**src/rtl/snake_pixel_compositor.sv**
```systemverilog
// Two-stage pixel compositor: stage 1 resolves layer priority with blink blanking,
// stage 2 applies the frame-latched play/pause/game-over mode and registers all outputs.
module snake_pixel_compositor #(
    parameter int                       NUM_LAYERS      = 4,
    parameter int                       COLOR_W         = 4,
    parameter int                       BLINK_FRAMES    = 30,
    parameter bit                       SYNC_ACTIVE_LOW = 1,
    parameter logic [3*COLOR_W-1:0]     GAMEOVER_RGB    = {4'h0, 4'h0, 4'hf}
) (
    input  logic                             clk,
    input  logic                             reset,
    input  logic                             de,
    input  logic                             hsync,
    input  logic                             vsync,
    input  logic [NUM_LAYERS-1:0]            layer_draw,
    input  logic [NUM_LAYERS*3*COLOR_W-1:0]  layer_rgb,
    input  logic [3*COLOR_W-1:0]             bg_rgb,
    input  logic [NUM_LAYERS-1:0]            blink_mask,
    input  logic [1:0]                       mode,
    output logic                             vga_hsync,
    output logic                             vga_vsync,
    output logic [COLOR_W-1:0]               vga_r,
    output logic [COLOR_W-1:0]               vga_g,
    output logic [COLOR_W-1:0]               vga_b,
    output logic                             frame_start
);

    localparam int         PIX_W      = 3 * COLOR_W;
    localparam logic       SYNC_IDLE  = SYNC_ACTIVE_LOW;
    localparam logic       SYNC_ON    = !SYNC_ACTIVE_LOW;
    localparam logic [7:0] BLINK_LAST = 8'(BLINK_FRAMES - 1);

    typedef enum logic [1:0] {
        MODE_PLAY  = 2'd0,
        MODE_PAUSE = 2'd1,
        MODE_OVER  = 2'd2
    } mode_t;

    mode_t              active_mode;
    mode_t              next_mode;
    logic [7:0]         frame_cnt;
    logic               blink_phase;
    logic               frame_edge;

    logic               s1_de;
    logic               s1_hs;
    logic               s1_vs;
    logic [PIX_W-1:0]   s1_rgb;

    logic [NUM_LAYERS-1:0] eff_draw;
    logic [PIX_W-1:0]      sel_rgb;
    logic                  found;
    logic [PIX_W-1:0]      out_rgb;

    // Blinking layers drop out of the priority search entirely.
    always_comb begin
        eff_draw = layer_draw & ~({NUM_LAYERS{blink_phase}} & blink_mask);
        sel_rgb  = bg_rgb;
        found    = 1'b0;
        for (int unsigned i = 0; i < NUM_LAYERS; i++) begin
            if (eff_draw[i] && !found) begin
                sel_rgb = layer_rgb[i*PIX_W +: PIX_W];
                found   = 1'b1;
            end
        end
    end

    always_ff @(posedge clk or posedge reset) begin
        if (reset) begin
            s1_de  <= 1'b0;
            s1_hs  <= SYNC_IDLE;
            s1_vs  <= SYNC_IDLE;
            s1_rgb <= '0;
        end else begin
            s1_de  <= de;
            s1_hs  <= hsync;
            s1_vs  <= vsync;
            s1_rgb <= sel_rgb;
        end
    end

    // vga_vsync is s1_vs one cycle later, so it doubles as the edge-detect history.
    assign frame_edge = (s1_vs == SYNC_ON) && (vga_vsync != SYNC_ON);

    always_comb begin
        case (mode)
            2'd1:    next_mode = MODE_PAUSE;
            2'd2:    next_mode = MODE_OVER;
            default: next_mode = MODE_PLAY;
        endcase
    end

    always_ff @(posedge clk or posedge reset) begin
        if (reset) begin
            active_mode <= MODE_PLAY;
            frame_cnt   <= '0;
            blink_phase <= 1'b0;
        end else if (frame_edge) begin
            active_mode <= next_mode;
            if (next_mode == MODE_OVER) begin
                frame_cnt   <= '0;
                blink_phase <= 1'b0;
            end else if (next_mode == MODE_PLAY) begin
                if (frame_cnt >= BLINK_LAST) begin
                    frame_cnt   <= '0;
                    blink_phase <= ~blink_phase;
                end else begin
                    frame_cnt <= frame_cnt + 8'd1;
                end
            end
        end
    end

    always_comb begin
        out_rgb = '0;
        if (s1_de) begin
            case (active_mode)
                MODE_PAUSE: begin
                    for (int unsigned c = 0; c < 3; c++) begin
                        out_rgb[c*COLOR_W +: COLOR_W] = s1_rgb[c*COLOR_W +: COLOR_W] >> 1;
                    end
                end
                MODE_OVER: out_rgb = GAMEOVER_RGB;
                default:   out_rgb = s1_rgb;
            endcase
        end
    end

    always_ff @(posedge clk or posedge reset) begin
        if (reset) begin
            vga_hsync   <= SYNC_IDLE;
            vga_vsync   <= SYNC_IDLE;
            vga_r       <= '0;
            vga_g       <= '0;
            vga_b       <= '0;
            frame_start <= 1'b0;
        end else begin
            vga_hsync             <= s1_hs;
            vga_vsync             <= s1_vs;
            {vga_r, vga_g, vga_b} <= out_rgb;
            frame_start           <= frame_edge;
        end
    end

endmodule

```
**config.mk**
```make
export PLATFORM = sky130hd
export DESIGN_NAME = snake_pixel_compositor
export DESIGN_NICKNAME = d
export VERILOG_FILES = /design/src/rtl/snake_pixel_compositor.sv
export SDC_FILE = /design/constraint.sdc
export NUM_CORES = 1
export LEC_CHECK = 0
export ABC_AREA = 1
export BUFFER_PORTS_ARGS = -buffer_cell sky130_fd_sc_hd__buf_4
export CAP_MARGIN = 25
export CORE_MARGIN = 4
export CORE_UTILIZATION = 35
export CTS_CLUSTER_SIZE = 40
export DETAILED_ROUTE_END_ITERATION = 10
export PLACE_DENSITY = 0.68
export SYNTH_ARGS = -nofsm -noshare
export SYNTH_HDL_FRONTEND = slang
export SYNTH_SLANG_ARGS = --single-unit
```
**constraint.sdc**
```tcl
create_clock -name clk -period 1.6 [get_ports clk]
set_clock_uncertainty 0.15 [all_clocks]
set_input_delay 0.16 -clock clk [delete_from_list [all_inputs] [get_ports clk]]
set_output_delay 0.16 -clock clk [all_outputs]
set_load 0.02 [all_outputs]
```
==> run metrics, run 1 <==
outcome=finished, final reports clean; Final period util=a little over nine tenths; class of the worst hold path=in2reg; post-route cell area=between 3000 and 4000 µm²; Setup CP Type=reg2reg; Pins Over Slew Limit=0; Synth Warn #=0; Vias/cell=about 4.5; Port Buf Inserts=89; die height=between 80 and 90 µm; CP required=between 1.5 and 2 ns; pwr/cell area=about 940 nW/µm²; vias in the first global route=2339; largest net degree at the start of global routing=42; number of diodes=0; detailed-route via count=2298; multi-input logic area=between 1000 and 1500 µm²; fin nets=just over 500; leading cell types in the layout, fill and taps excluded=nand2_1 (110), buf_4 (98), inv_1 (41); Area contributors post-synth=dfrtp_1 (40%), nand2_1 (19%), nand3_1 (7.1%); CTS tree=done; Synth Area per Inst=7.37 µm²; Die Wd=89.6 µm; critical path launch point type=flip-flop; Yosys reg bits=approximately 40; Root Buffer=clkbuf_8; # DRC=0; crit end category=flip-flop; final count of negative-setup-slack endpoints=0; Worst EP arrival=roughly 1.6 ns; Pwr Total=about 3.3 mW; Clock Tree Buf Depth=2; GR Overflow Total=0; DR pass1 iterations=4; Slew @ Worst Pin=0.504 ns; GPL Wtd Cong=about 0.8; core area=about 6400 µm²; layout cell share with drive strength beyond 1=about a third; area grow syn2layout=50.0%; Post-Route Setup TNS=0 ns; initial antenna violation count=0; maximum fanout along the worst path=11; post-route minimum period=between 1.5 and 2 ns; VDD IR max=around 380 µV; DRT antenna net count=0; DIE AREA=between 8000 and 9000 µm²; Area after DPL=roughly 3100 µm²; routed len/inst=11.7 µm; Achievable Freq=between 600 and 700 MHz; Clk pin slew, worst setup/hold paths=0.08 ns; largest area contributor in the netlist=dfrtp_1; mapped cell area=2330 µm²; global-route wire length before repair=10.0 mm; CTS Sinks=41; syn nets=between 300 and 400; Synth cell types=24; Initial Utilization=roughly 36%; DPL Wire Length=between 4 and 5 mm; RSZ-0062 raised after global routing=true; All-Layer GR Usage=around 16%; MaxCap Viol Count=0; Ports=90; Pleak=2.00 nW; sequential area share after synthesis=between 40% and 50%; row cnt=29; utilization after layout=a little over half; Register Area=~1000 µm²; clock latency on the worst-skew pair=roughly 0.29 ns; Hold WS=~0.013 ns; most common cell after layout, fill and taps aside=nand2_1; 1st-iter DRT viols=87; worst rel slew slack=between 60% and 70%; CTS H-Tree Depth=2; Layout fillers=around 620; cell count after synthesis=between 300 and 400; Num CTS Buffers=5; Final Hold Viols=0; WL final=between 5 and 6 mm; post-synth top area share=39.8%
## sequential cells by signal (all words and copies together), names as in the netlist
name	count
frame_start	1
s1_rgb	12
vga_vsync	1
s1_de	1
frame_cnt	8
vga_hsync	1
blink_phase	1
active_mode	2
vga_r	4
s1_hs	1
s1_vs	1
vga_b	4
vga_g	4
## cell families after synthesis
| group | after synthesis | share of synthesized area [%] |
|---|---|---|
| DFF | 41 | 44.3 |
| AOI/OAI and AO/OA | 20 | 4.57 |
| adders and majority gates | 5 | 2.69 |
| buffers and inverters | 59 | 10.9 |
| and+or+nand+nor | 189 | 36.9 |
| xor gates and xnor gates | 2 | 0.752 |
## what timing repair did
item	in CTS	in global routing
endpoints found under the hold margin	52	0
hold buffers	16	0
setup buffers	0	4
endpoints found under the setup margin	0	20
gates resized for setup	0	23
## per-stage QoR
step	setup slack (ns)	instances
2_1_floorplan	0.0671	316
3_3_place_gp	0.0654	480
3_5_place_dp	0.0407	480
4_1_cts	0.0154	504
5_1_grt	-0.000174	510
6_report	0.0846	510
## metal layers
metal / GRT usage (%) / wire, µm
met1: 19.5 / 2460
met2: 27.5 / 2920
met3: 3.04 / 457
met4: 4.47 / 106
met5: 0 / 0
## critical path, stage by stage (launching register included)
cell	delay, ns
dfstp_2	0.53
nand2_1	0.08
a21oi_1	0.12
buf_4	0.19
nand2_1	0.09
o21ai_0	0.17
nor2_1	0.07
## final timing paths
kind,start,to,cells past startpoint,slack [ns]
min in group asynchronous,reset,frame_cnt[1]$_DFFE_PP0P_,4,0.40
worst max register to register,vga_vsync$_DFF_PP1_,frame_cnt[4]$_DFFE_PP0P_,6,0.08
worst min register to register,s1_hs$_DFF_PP1_,vga_hsync$_DFF_PP1_,0,0.21
max in group asynchronous,reset,s1_hs$_DFF_PP1_,4,0.53
worst max-delay path,vga_vsync$_DFF_PP1_,frame_cnt[4]$_DFFE_PP0P_,6,0.08
worst min-delay path,layer_rgb[19],s1_rgb[7]$_DFF_PP0_,5,0.01
## synth_stat cells
| master | n |
|---|---|
| nand2_1 | 118 |
| inv_1 | 43 |
| dfrtp_1 | 37 |
| nand3_1 | 33 |
| nor2_1 | 18 |
| nand3_2 | 10 |
| o21ai_0 | 10 |
| buf_2 | 6 |
| a21oi_1 | 5 |
| ha_1 | 5 |
| o22ai_1 | 5 |
| buf_4 | 4 |
| dfstp_2 | 4 |
| inv_2 | 3 |
| nand2_2 | 3 |
| nand2_4 | 2 |
| nor2_4 | 2 |
| xor2_1 | 2 |
| buf_6 | 1 |
| clkbuf_1 | 1 |
| clkinv_2 | 1 |
| nand4_1 | 1 |
| nor2b_1 | 1 |
| or2_2 | 1 |
## power breakdown
part / switching [mW] / internal, mW / total [mW]
Clock: 0.347 / 0.398 / 0.745
Sequential: 0.0917 / 1.23 / 1.32
Combinational: 0.649 / 0.555 / 1.20
Total: 1.09 / 2.18 / 3.27
## area by class of cell
class                           instances  area share, %
Multi-Input combinational cell        218           31.7
Clock inverter                          1          0.251
Sequential cell                        41           29.5
Clock buffer                            7           2.76
Timing Repair Buffer                  119           27.9
Tap cell                               77           2.76
Inverter                               47           5.12
(Power assumes the default switching activity.)
==> run 2: changes to the inputs <==
==> constraint.sdc (replaced) <==
create_clock -name clk -period 1.6 [get_ports clk]
set_clock_uncertainty 0.15 [all_clocks]
set_input_delay 0.4 -clock clk [delete_from_list [all_inputs] [get_ports clk]]
set_output_delay 0.4 -clock clk [all_outputs]
set_load 0.02 [all_outputs]
==> run metrics, run 2 (synthesis gave the netlist of run 1 again) <==
DIE AREA=8020 µm² (unchanged); utilization after layout=51.7% (-2.7 points); Root Buffer=clkbuf_8; Area after DPL=3140 µm² (+1.1%); # DRC=0 (unchanged); Clk pin slew, worst setup/hold paths=0.08 ns (about the same); global-route wire length before repair=9.18 mm (-8.4%); row cnt=29 (unchanged); post-route cell area=3320 µm² (-4.9%); worst rel slew slack=81.7% (+15 points); GR Overflow Total=0 (unchanged); Port Buf Inserts=89 (unchanged); critical path's most frequent cell=nand2_1; Critical R2R Launch=blink_phase$_DFFE_PP0P_; maximum fanout along the worst path=6 (-5); MaxCap Viol Count=0 (unchanged); 1st-iter DRT viols=78 (-10%); layout cell share with drive strength beyond 1=36.2% (+1.6 points); WL final=5.59 mm (-6.0%); Final period util=95.3% (+0.59 points); VDD IR max=390 µV (+2.7%); CTS H-Tree Depth=2 (unchanged); CP Buf/Inv Count=2 (+1); CTS tree=done; GPL Wtd Cong=0.772 (-3.8%); Slew @ Worst Pin=0.274 ns (-0.230 ns); initial antenna violation count=0 (unchanged); delay-heaviest family, CP=simple AND/OR/NAND/NOR gates; Initial Utilization=36.3% (unchanged); critical path's largest stage delay=0.45 ns (-0.08 ns); area grow syn2layout=42.6%; pwr/cell area=941 nW/µm² (+0.58%); Layout fillers=621 (+0.65%); Die Wd=89.6 µm (unchanged); max reg flops=12 (unchanged); outcome=finished, final reports clean; Achievable Freq=656 MHz (-0.62%); detailed-route via count=2209 (-3.9%); fin nets=497 (-2.9%); crit end category=flip-flop; largest net degree at the start of global routing=42 (unchanged); DPL Wire Length=4.56 mm (-1.8%); crit-path cells=nand2_2 -> nand2_4 -> nand2_4 -> buf_6 -> nor2_4 -> nand2_1 -> nand2_1 -> inv_1 -> nand2_1 -> nand2_1; Final Hold Viols=0 (unchanged); r2r endpoint=s1_rgb[0]$_DFF_PP0_; Pins Over Slew Limit=0 (unchanged); RSZ-0062 raised after global routing=true; Num CTS Buffers=5 (unchanged); r2r setup slk=0.08 ns (about the same); R2R cell count=10 (+4); Setup CP Type=reg2reg; critical path launch point type=flip-flop; final count of negative-setup-slack endpoints=0 (unchanged); vias in the first global route=2168 (-7.3%); DR pass1 iterations=4 (unchanged); class of the worst hold path=in2async; Ports=90 (unchanged); All-Layer GR Usage=14.5% (-1.2 points); number of diodes=0 (unchanged); DRT antenna net count=0 (unchanged); Top reg by flops=s1_rgb; clock latency on the worst-skew pair=0.29 ns (about the same); leading cell types in the layout, fill and taps excluded=nand2_1 (111), buf_4 (100), inv_1 (41); CP required=1.63 ns (about the same); Vias/cell=4.47 (-0.76%); most common cell after layout, fill and taps aside=nand2_1; Worst EP arrival=1.55 ns (about the same); die height=89.6 µm (unchanged); Clock Tree Buf Depth=2 (unchanged); Pleak=1.91 nW (-4.2%); routed len/inst=11.3 µm (-3.0%); Largest regs=s1_rgb x12, frame_cnt x8; Critical Path Slowest Stage Cell=dfrtp_2; post-route minimum period=1.52 ns (+0.00943 ns); hold_buf cts=0 (-16); core area=6420 µm² (unchanged); CTS Sinks=41 (unchanged)
==> run 2: metal layers <==
| layer | vias to the layer above | part of all wire (%) | global-route usage (%) | routed length (µm) |
|---|---|---|---|---|
| met4 | 0 | 1.8 | 5.41 | 103 |
| met2 | 92 | 49 | 24.8 | 2750 |
| met1 | 939 | 39 | 17.0 | 2210 |
| met5 | - | 0 | 0 | 0 |
| li1 | 1168 | - | - | - |
| met3 | 10 | 9.5 | 4.24 | 532 |
==> run 2: area by class of cell <==
class | count | area, µm² | area share (%)
Clock buffer | 6 | 82.6 | 2.49
Inverter | 47 | 180 | 5.43
Clock inverter | 1 | 7.51 | 0.226
Tap cell | 77 | 96.3 | 2.90
Timing Repair Buffer | 105 | 825 | 24.8
Multi-Input combinational cell | 217 | 1100 | 33.0
Sequential cell | 41 | 1030 | 31.1
==> run 2: report_power, final <==
group / switching [mW] / internal (mW)
Combinational: 0.620 / 0.509
Sequential: 0.102 / 1.23
Clock: 0.325 / 0.340
Total: 1.05 / 2.08
==> run 2: through the flow <==
step / hold WS, ns / setup WS [ns] / power [mW] / instances / setup TNS (ns)
global route: 0.0262 / -0.0659 / 3.37 / 494 / -0.382
finish: 0.0176 / 0.0752 / 3.12 / 494 / 0
CTS: 0.0162 / 0.00460 / 3.09 / 490 / 0
detailed placement: 0.197 / -0.0367 / 2.42 / 483 / -0.263
floorplan: 0.195 / 0.0671 / 2.00 / 316 / 0
global placement: 0.197 / -0.0172 / 2.39 / 483 / -0.0814
==> run 2: worst max path at each step <==
stage	end	cells after the start	start	slack (ns)
after floorplan	frame_cnt[4]$_DFFE_PP0P_	6	vga_vsync$_DFF_PP1_	0.07
after global placement	s1_rgb[3]$_DFF_PP0_	11	blink_mask[1]	-0.02
after detailed placement	s1_rgb[0]$_DFF_PP0_	11	blink_mask[1]	-0.04
after CTS	s1_rgb[0]$_DFF_PP0_	10	blink_phase$_DFFE_PP0P_	0.005
after global routing	s1_rgb[6]$_DFF_PP0_	10	blink_phase$_DFFE_PP0P_	-0.07
final	s1_rgb[0]$_DFF_PP0_	10	blink_phase$_DFFE_PP0P_	0.08
==> run 2: repair_timing <==
action | 4_1_cts | 5_1_grt
gates cloned | 0 | 2
buffers inserted | 0 | 2
pin swaps | 0 | 12
gates resized for setup | 1 | 19
endpoints found under the setup margin | 11 | 21
==> run 2: worst min-delay path: cells and delay by family <==
kind / cells / cell delay, ns
buf+inv: 3 / 0.42
